`src/rtl/mem_pkg.sv`:
```
// Shared definitions for the memory arbiter: FSM state encoding, access-size
// codes, the default IO address window tag and the LSB starvation limit.
package mem_pkg;

    // FSM state encoding
    localparam logic [1:0] S_IDLE    = 2'd0;
    localparam logic [1:0] S_READ    = 2'd1;
    localparam logic [1:0] S_WRITE   = 2'd2;
    localparam logic [1:0] S_IO_WAIT = 2'd3;

    // ls_size encodings
    localparam logic [1:0] SIZE_BYTE = 2'd0;
    localparam logic [1:0] SIZE_HALF = 2'd1;
    localparam logic [1:0] SIZE_WORD = 2'd2;

    // addr[17:16] tag that marks the IO window
    localparam logic [1:0] IO_HI_DEFAULT = 2'b11;

    // consecutive LSB grants allowed while I-fetch is waiting
    localparam logic [1:0] STARVE_LIMIT = 2'd2;

    // number of bytes moved for a given ls_size code
    function automatic logic [2:0] size_to_len(input logic [1:0] size);
        case (size)
            SIZE_BYTE: return 3'd1;
            SIZE_HALF: return 3'd2;
            SIZE_WORD: return 3'd4;
            default:   return 3'd4;
        endcase
    endfunction

endpackage

```
`src/rtl/mem_arbiter.sv`:
```
// Byte-serial arbiter between the I-fetch unit and the load/store buffer in
// front of an 8-bit synchronous RAM (1-cycle read latency). Multi-byte
// accesses are serialized little-endian; stores into the IO window wait for
// room in the UART buffer. A low rdy_in freezes the whole block in place, so
// the byte in flight is simply driven again once rdy_in returns.
module mem_arbiter
    import mem_pkg::*;
#(
    parameter logic [1:0] IO_HI = IO_HI_DEFAULT
) (
    input  logic        clk_in,
    input  logic        rst_in,
    input  logic        rdy_in,
    input  logic [7:0]  mem_din,
    output logic [7:0]  mem_dout,
    output logic [31:0] mem_a,
    output logic        mem_wr,
    input  logic        io_buffer_full,
    input  logic        clear_in,
    input  logic        ic_req,
    input  logic [31:0] ic_addr,
    output logic        ic_valid,
    output logic [31:0] ic_data,
    input  logic        ls_req,
    input  logic        ls_we,
    input  logic [1:0]  ls_size,
    input  logic [31:0] ls_addr,
    input  logic [31:0] ls_wdata,
    output logic        ls_done,
    output logic [31:0] ls_rdata
);

    logic [1:0]  state_r;
    logic [1:0]  grant_cnt_r;
    logic [31:0] addr_r;
    logic [31:0] wdata_r;
    logic [2:0]  len_r;
    logic [2:0]  cnt_r;
    logic        is_ic_r;
    logic [31:0] buf_r;
    logic [31:0] mem_a_r;
    logic [7:0]  mem_dout_r;
    logic        mem_wr_r;
    logic        ic_valid_r;
    logic [31:0] ic_data_r;
    logic        ls_done_r;
    logic [31:0] ls_rdata_r;

    logic        ic_ok_s;
    logic        ls_first_s;
    logic        grant_ls_s;
    logic        grant_ic_s;
    logic        io_hit_s;
    logic [31:0] acc_addr_s;
    logic [2:0]  acc_len_s;
    logic [2:0]  next_off_s;
    logic [31:0] next_addr_s;
    logic [7:0]  wbyte_s;
    logic [31:0] assembled_s;

    // Arbitration, operand selection and byte-lane datapath
    always_comb begin
        ic_ok_s    = ic_req && !clear_in;
        // LSB wins unless it has already taken STARVE_LIMIT grants in a row
        ls_first_s = ls_req && !(ic_ok_s && (grant_cnt_r == STARVE_LIMIT));
        grant_ls_s = 1'b0;
        grant_ic_s = 1'b0;
        if (state_r == S_IDLE) begin
            grant_ls_s = ls_first_s;
            grant_ic_s = ic_ok_s && !ls_first_s;
        end else begin
            grant_ls_s = 1'b0;
            grant_ic_s = 1'b0;
        end
        io_hit_s = (ls_addr[17:16] == IO_HI);
        if (grant_ic_s) begin
            acc_addr_s = ic_addr;
            acc_len_s  = 3'd4;
        end else if (!ls_we && io_hit_s) begin
            // IO loads are always a single byte
            acc_addr_s = ls_addr;
            acc_len_s  = 3'd1;
        end else begin
            acc_addr_s = ls_addr;
            acc_len_s  = size_to_len(ls_size);
        end
        next_off_s  = cnt_r + 3'd1;
        next_addr_s = addr_r + {29'd0, next_off_s};
        wbyte_s     = 8'(wdata_r >> {next_off_s, 3'b000});
        // byte returned now belongs to the address issued one cycle earlier
        assembled_s = buf_r | ({24'd0, mem_din} << {cnt_r - 3'd1, 3'b000});
    end

    // Transaction FSM, grant counter and all registered outputs
    always_ff @(posedge clk_in) begin
        if (rst_in) begin
            state_r     <= S_IDLE;
            grant_cnt_r <= 2'd0;
            addr_r      <= 32'd0;
            wdata_r     <= 32'd0;
            len_r       <= 3'd0;
            cnt_r       <= 3'd0;
            is_ic_r     <= 1'b0;
            buf_r       <= 32'd0;
            mem_a_r     <= 32'd0;
            mem_dout_r  <= 8'd0;
            mem_wr_r    <= 1'b0;
            ic_valid_r  <= 1'b0;
            ic_data_r   <= 32'd0;
            ls_done_r   <= 1'b0;
            ls_rdata_r  <= 32'd0;
        end else if (rdy_in) begin
            ic_valid_r <= 1'b0;
            ls_done_r  <= 1'b0;
            case (state_r)
                S_IDLE: begin
                    if (grant_ic_s || grant_ls_s) begin
                        addr_r  <= acc_addr_s;
                        wdata_r <= ls_wdata;
                        len_r   <= acc_len_s;
                        cnt_r   <= 3'd0;
                        is_ic_r <= grant_ic_s;
                        buf_r   <= 32'd0;
                        if (grant_ic_s) begin
                            grant_cnt_r <= 2'd0;
                        end else if (grant_cnt_r < STARVE_LIMIT) begin
                            grant_cnt_r <= grant_cnt_r + 2'd1;
                        end else begin
                            grant_cnt_r <= grant_cnt_r;
                        end
                        if (grant_ls_s && ls_we) begin
                            if (io_hit_s && io_buffer_full) begin
                                state_r <= S_IO_WAIT;
                            end else begin
                                state_r    <= S_WRITE;
                                mem_a_r    <= acc_addr_s;
                                mem_dout_r <= ls_wdata[7:0];
                                mem_wr_r   <= 1'b1;
                            end
                        end else begin
                            state_r <= S_READ;
                            mem_a_r <= acc_addr_s;
                        end
                    end
                end
                S_READ: begin
                    if (is_ic_r && clear_in) begin
                        state_r <= S_IDLE;
                    end else begin
                        if (cnt_r != 3'd0) begin
                            buf_r <= assembled_s;
                        end
                        if (cnt_r == len_r) begin
                            state_r <= S_IDLE;
                            if (is_ic_r) begin
                                ic_valid_r <= 1'b1;
                                ic_data_r  <= assembled_s;
                            end else begin
                                ls_done_r  <= 1'b1;
                                ls_rdata_r <= assembled_s;
                            end
                        end else begin
                            cnt_r <= next_off_s;
                            if (next_off_s < len_r) begin
                                mem_a_r <= next_addr_s;
                            end
                        end
                    end
                end
                S_WRITE: begin
                    if (next_off_s < len_r) begin
                        mem_a_r    <= next_addr_s;
                        mem_dout_r <= wbyte_s;
                        mem_wr_r   <= 1'b1;
                        cnt_r      <= next_off_s;
                    end else begin
                        mem_wr_r  <= 1'b0;
                        ls_done_r <= 1'b1;
                        state_r   <= S_IDLE;
                    end
                end
                S_IO_WAIT: begin
                    if (!io_buffer_full) begin
                        mem_a_r    <= addr_r;
                        mem_dout_r <= wdata_r[7:0];
                        mem_wr_r   <= 1'b1;
                        state_r    <= S_WRITE;
                    end
                end
                default: begin
                    state_r  <= S_IDLE;
                    mem_wr_r <= 1'b0;
                end
            endcase
        end
    end

    assign mem_a    = mem_a_r;
    assign mem_dout = mem_dout_r;
    // a frozen cycle must never repeat a write strobe into RAM
    assign mem_wr   = mem_wr_r & rdy_in;
    assign ic_valid = ic_valid_r;
    assign ic_data  = ic_data_r;
    assign ls_done  = ls_done_r;
    assign ls_rdata = ls_rdata_r;

endmodule

```
`config.mk`:
```
export PLATFORM = sky130hd
export DESIGN_NAME = mem_arbiter
export DESIGN_NICKNAME = d
export VERILOG_FILES = /design/src/rtl/mem_pkg.sv /design/src/rtl/mem_arbiter.sv
export SDC_FILE = /design/constraint.sdc
export NUM_CORES = 1
export LEC_CHECK = 0
export ABC_AREA = 1
export CAP_MARGIN = 20
export CORE_MARGIN = 10
export CORE_UTILIZATION = 58
export CTS_BUF_LIST = sky130_fd_sc_hd__clkbuf_4
export CTS_CLUSTER_DIAMETER = 150
export DETAILED_ROUTE_END_ITERATION = 8
export GPL_TIMING_DRIVEN = 0
export PLACE_DENSITY = 0.86
export REMOVE_ABC_BUFFERS = 1
export SETUP_SLACK_MARGIN = 0.05
export SYNTH_ARGS = -nofsm -noshare
export SYNTH_HDL_FRONTEND = slang
export SYNTH_SLANG_ARGS = --single-unit
```
`constraint.sdc`:
```
create_clock -name clk_in -period 6.9 [get_ports clk_in]
set_input_delay 1.38 -clock clk_in [delete_from_list [all_inputs] [get_ports clk_in]]
set_output_delay 1.38 -clock clk_in [all_outputs]
set_load 0.005 [all_outputs]
```
==> metrics.txt <==
status=finished clean; Synth top cells by count=nand2_1, nor2_1, inv_1; simple logic cell fraction of the synthesized area=0.286; CP Class=flop to flop; fillers=1575; number of synthesized flops with an enable pin=0; clock skew=around 0.028 ns; Max Root-Sink Buffers=3; Worst Hold Class=flop to flop; maximum VDD drop=around 0.15 mV; pwr/cell area=roughly 260 mW/mm^2; Synth Area in Compound Gates=0.193; crit-path max FO=24; PostCTS Resize Cnt=0; DRC Markers=0; Placer Congestion=0.966; Reg area=approximately 0.0043 mm^2; H-tree depth=2; Setup violations, final=0; Final Cycle Share=0.636; mean routed wirelength per cell=15.2 um; layout cells sized above 1=0.0742; final core utilization=0.738; post-synthesis xor/xnor area fraction=0.00295; largest net degree at the start of global routing=~110; TritonRoute pass-1 iters=6; Layout area overhead=25.6%; Initial Util=0.588; WHS=around 0.44 ns; Reg clk slew, reported paths=roughly 0.06 ns; area of the multi-input gates=about 0.0057 mm^2; clk_lat worst skew=0.67 ns; Worst-Margin Slew=~1.0 ns; highest clock rate=0.228 GHz; leakage power=between 6 and 7 nW; Avg Inst Size Synth=6.59 um^2; CTS buffer count=54; largest family of logic cells by synthesized area=simple AND/OR/NAND/NOR gates; grt total ovfl=0; CTS Hold Buffers Added=0; post-synth cell types=41; port bufs=220; global-route wire length before repair=55600 um; CP Capture Type=flop; FP Rows=51; io pins=~220; WL final=approximately 34000 um; vias in the first global route=approximately 11000; Seq/Total Area, Yosys=0.375; Mapped Area=between 0.01 and 0.015 mm^2; Crit path arrival time=slightly below 5 ns; CP startpoint kind=flop; Final Max Tran Viols=0; Area contributors post-synth=dfxtp_1, nand2_1, nor2_1, o21ai_0, inv_1; yosys warns=0; DP HPWL=around 23000 um; overall routing resource usage=0.252; #FFs+latches synth=between 200 and 250; async set-or-reset flop fraction in the synthesized netlist=0; final hold vios=0; Synth top area share=0.375; Die Y=between 150 and 200 um; minimum clock period=about 4.4 ns; DR vias/cell=about 5.4; Mapped Cells=1737; DR vias=12000; mux contribution to synthesized area=0; Clock Sinks=214; Routed Antenna Nets=0; Die ar.=~0.026 mm^2; core box area=between 0.015 and 0.02 mm^2; antenna violations before repair=1; initial DRC count=943; max_cap viols=0; Rel. slew slack=0.311; Synth area leader=dfxtp_1; # Post-CTS Setup Buffers=0; Chip Width=160 um; unrepaired setup endpoints after global routing=no; Synth Area in Adders=0.0171; Top FF cell, synth=dfxtp_1; WP data required=~7.4 ns; nets=between 2000 and 2500; CTS tree=built; count leader, synth=nand2_1; clock tree root buffer cell=clkbuf_4
-- sequential cells by signal, indices dropped and copies added, names as in the netlist, 2 cells and up --
name and count:
mem_a 32, addr_r 32, buf_r 32, state_r 2
cnt_r 3, grant_cnt_r 2, ic_data 32, len_r 3
wdata_r 32, ls_rdata 32, mem_dout 8
-- through the flow --
stage               setup TNS (ns)  worst slack, ns  instances  instance area [um^2]  total power, mW
finish                           0             2.51       2233                 14400             3.78
global route                     0             2.17       2233                 14400             4.02
global placement            -26.26           -0.709       2120                 13400             2.66
detailed placement               0             1.70       2129                 13600             2.73
floorplan                        0             2.88       1635                 10900             2.18
CTS                              0             2.36       2229                 14300             3.77
-- worst paths after layout --
check,start,endpoint,slack [ns],cells after the start
worst max-delay path,cnt_r[0],mem_a[20],2.51,16
worst min-delay path,ic_data[2],ic_data[2],0.44,2
worst max register to register,cnt_r[0],mem_a[20],2.51,16
worst min register to register,ic_data[2],ic_data[2],0.44,2
-- critical path, stage by stage, from the launching register on --
cell and delay, ns:
dfxtp_1 0.68, buf_16 0.24, inv_2 0.23, ha_1 1.02
buf_8 0.25, inv_2 0.18, fa_1 0.45, inv_1 0.08
nand3_1 0.07, nand2_1 0.14, nand2_1 0.20, nor2_2 0.26
nand2_1 0.11, nor2_1 0.10, nor2_1 0.05, nor2_1 0.12
nor2_1 0.05
-- layer usage --
layer | global-route usage | share of wire
met4 | 0.0968 | 0.028
met1 | 0.302 | 0.41
met5 | 0 | 0
met3 | 0.0677 | 0.092
met2 | 0.423 | 0.47
-- layout by cell type (no fill, tap or decap), types with 2 or more instances in the layout --
cell               n
nor2_2            21
clkbuf_4          75
nor3_1             5
nand4_1            8
inv_1            222
inv_2             10
a21oi_2            2
buf_8              4
inv_4              2
buf_16             6
nand2_1          342
o31ai_1           30
dfxtp_1          214
buf_12             2
xor2_1             2
o21ai_1           25
a21oi_1          107
o21ai_0          187
ha_1              13
a22oi_1            9
clkinv_1          19
nand3b_1          17
o31ai_2            2
clkdlybuf4s50_1  219
nor2_1           256
o211ai_1          31
nor2_4             2
nor2_8             2
nand3_2            5
clkinv_2           4
nand2_2            2
nand3_1          106
o21bai_1           4
-- cell type report --
type | instances | share of cell area
antenna | 1 | 0.000174
clock buffer | 75 | 0.0392
clock inverter | 25 | 0.00714
inverter | 233 | 0.0612
multi-input combinational | 1188 | 0.399
sequential | 214 | 0.298
tap | 265 | 0.0231
timing repair buffer | 232 | 0.171
-- cells by family (layout without fill, tap and decap cells) --
logic type | count (synthesis) | count (layout)
buf+inv | 335 | 565
xor+xnor | 3 | 3
other cells | 0 | 1
simple gates | 771 | 771
fa+ha+maj | 15 | 15
flops | 214 | 214
compound gates | 399 | 399
-- power breakdown --
group / switching (mW) / internal, mW / total (mW)
Combinational: 0.766 / 0.486 / 1.25
Sequential: 0.108 / 1.38 / 1.49
Clock: 0.532 / 0.507 / 1.04
(Power assumes the default switching activity.)
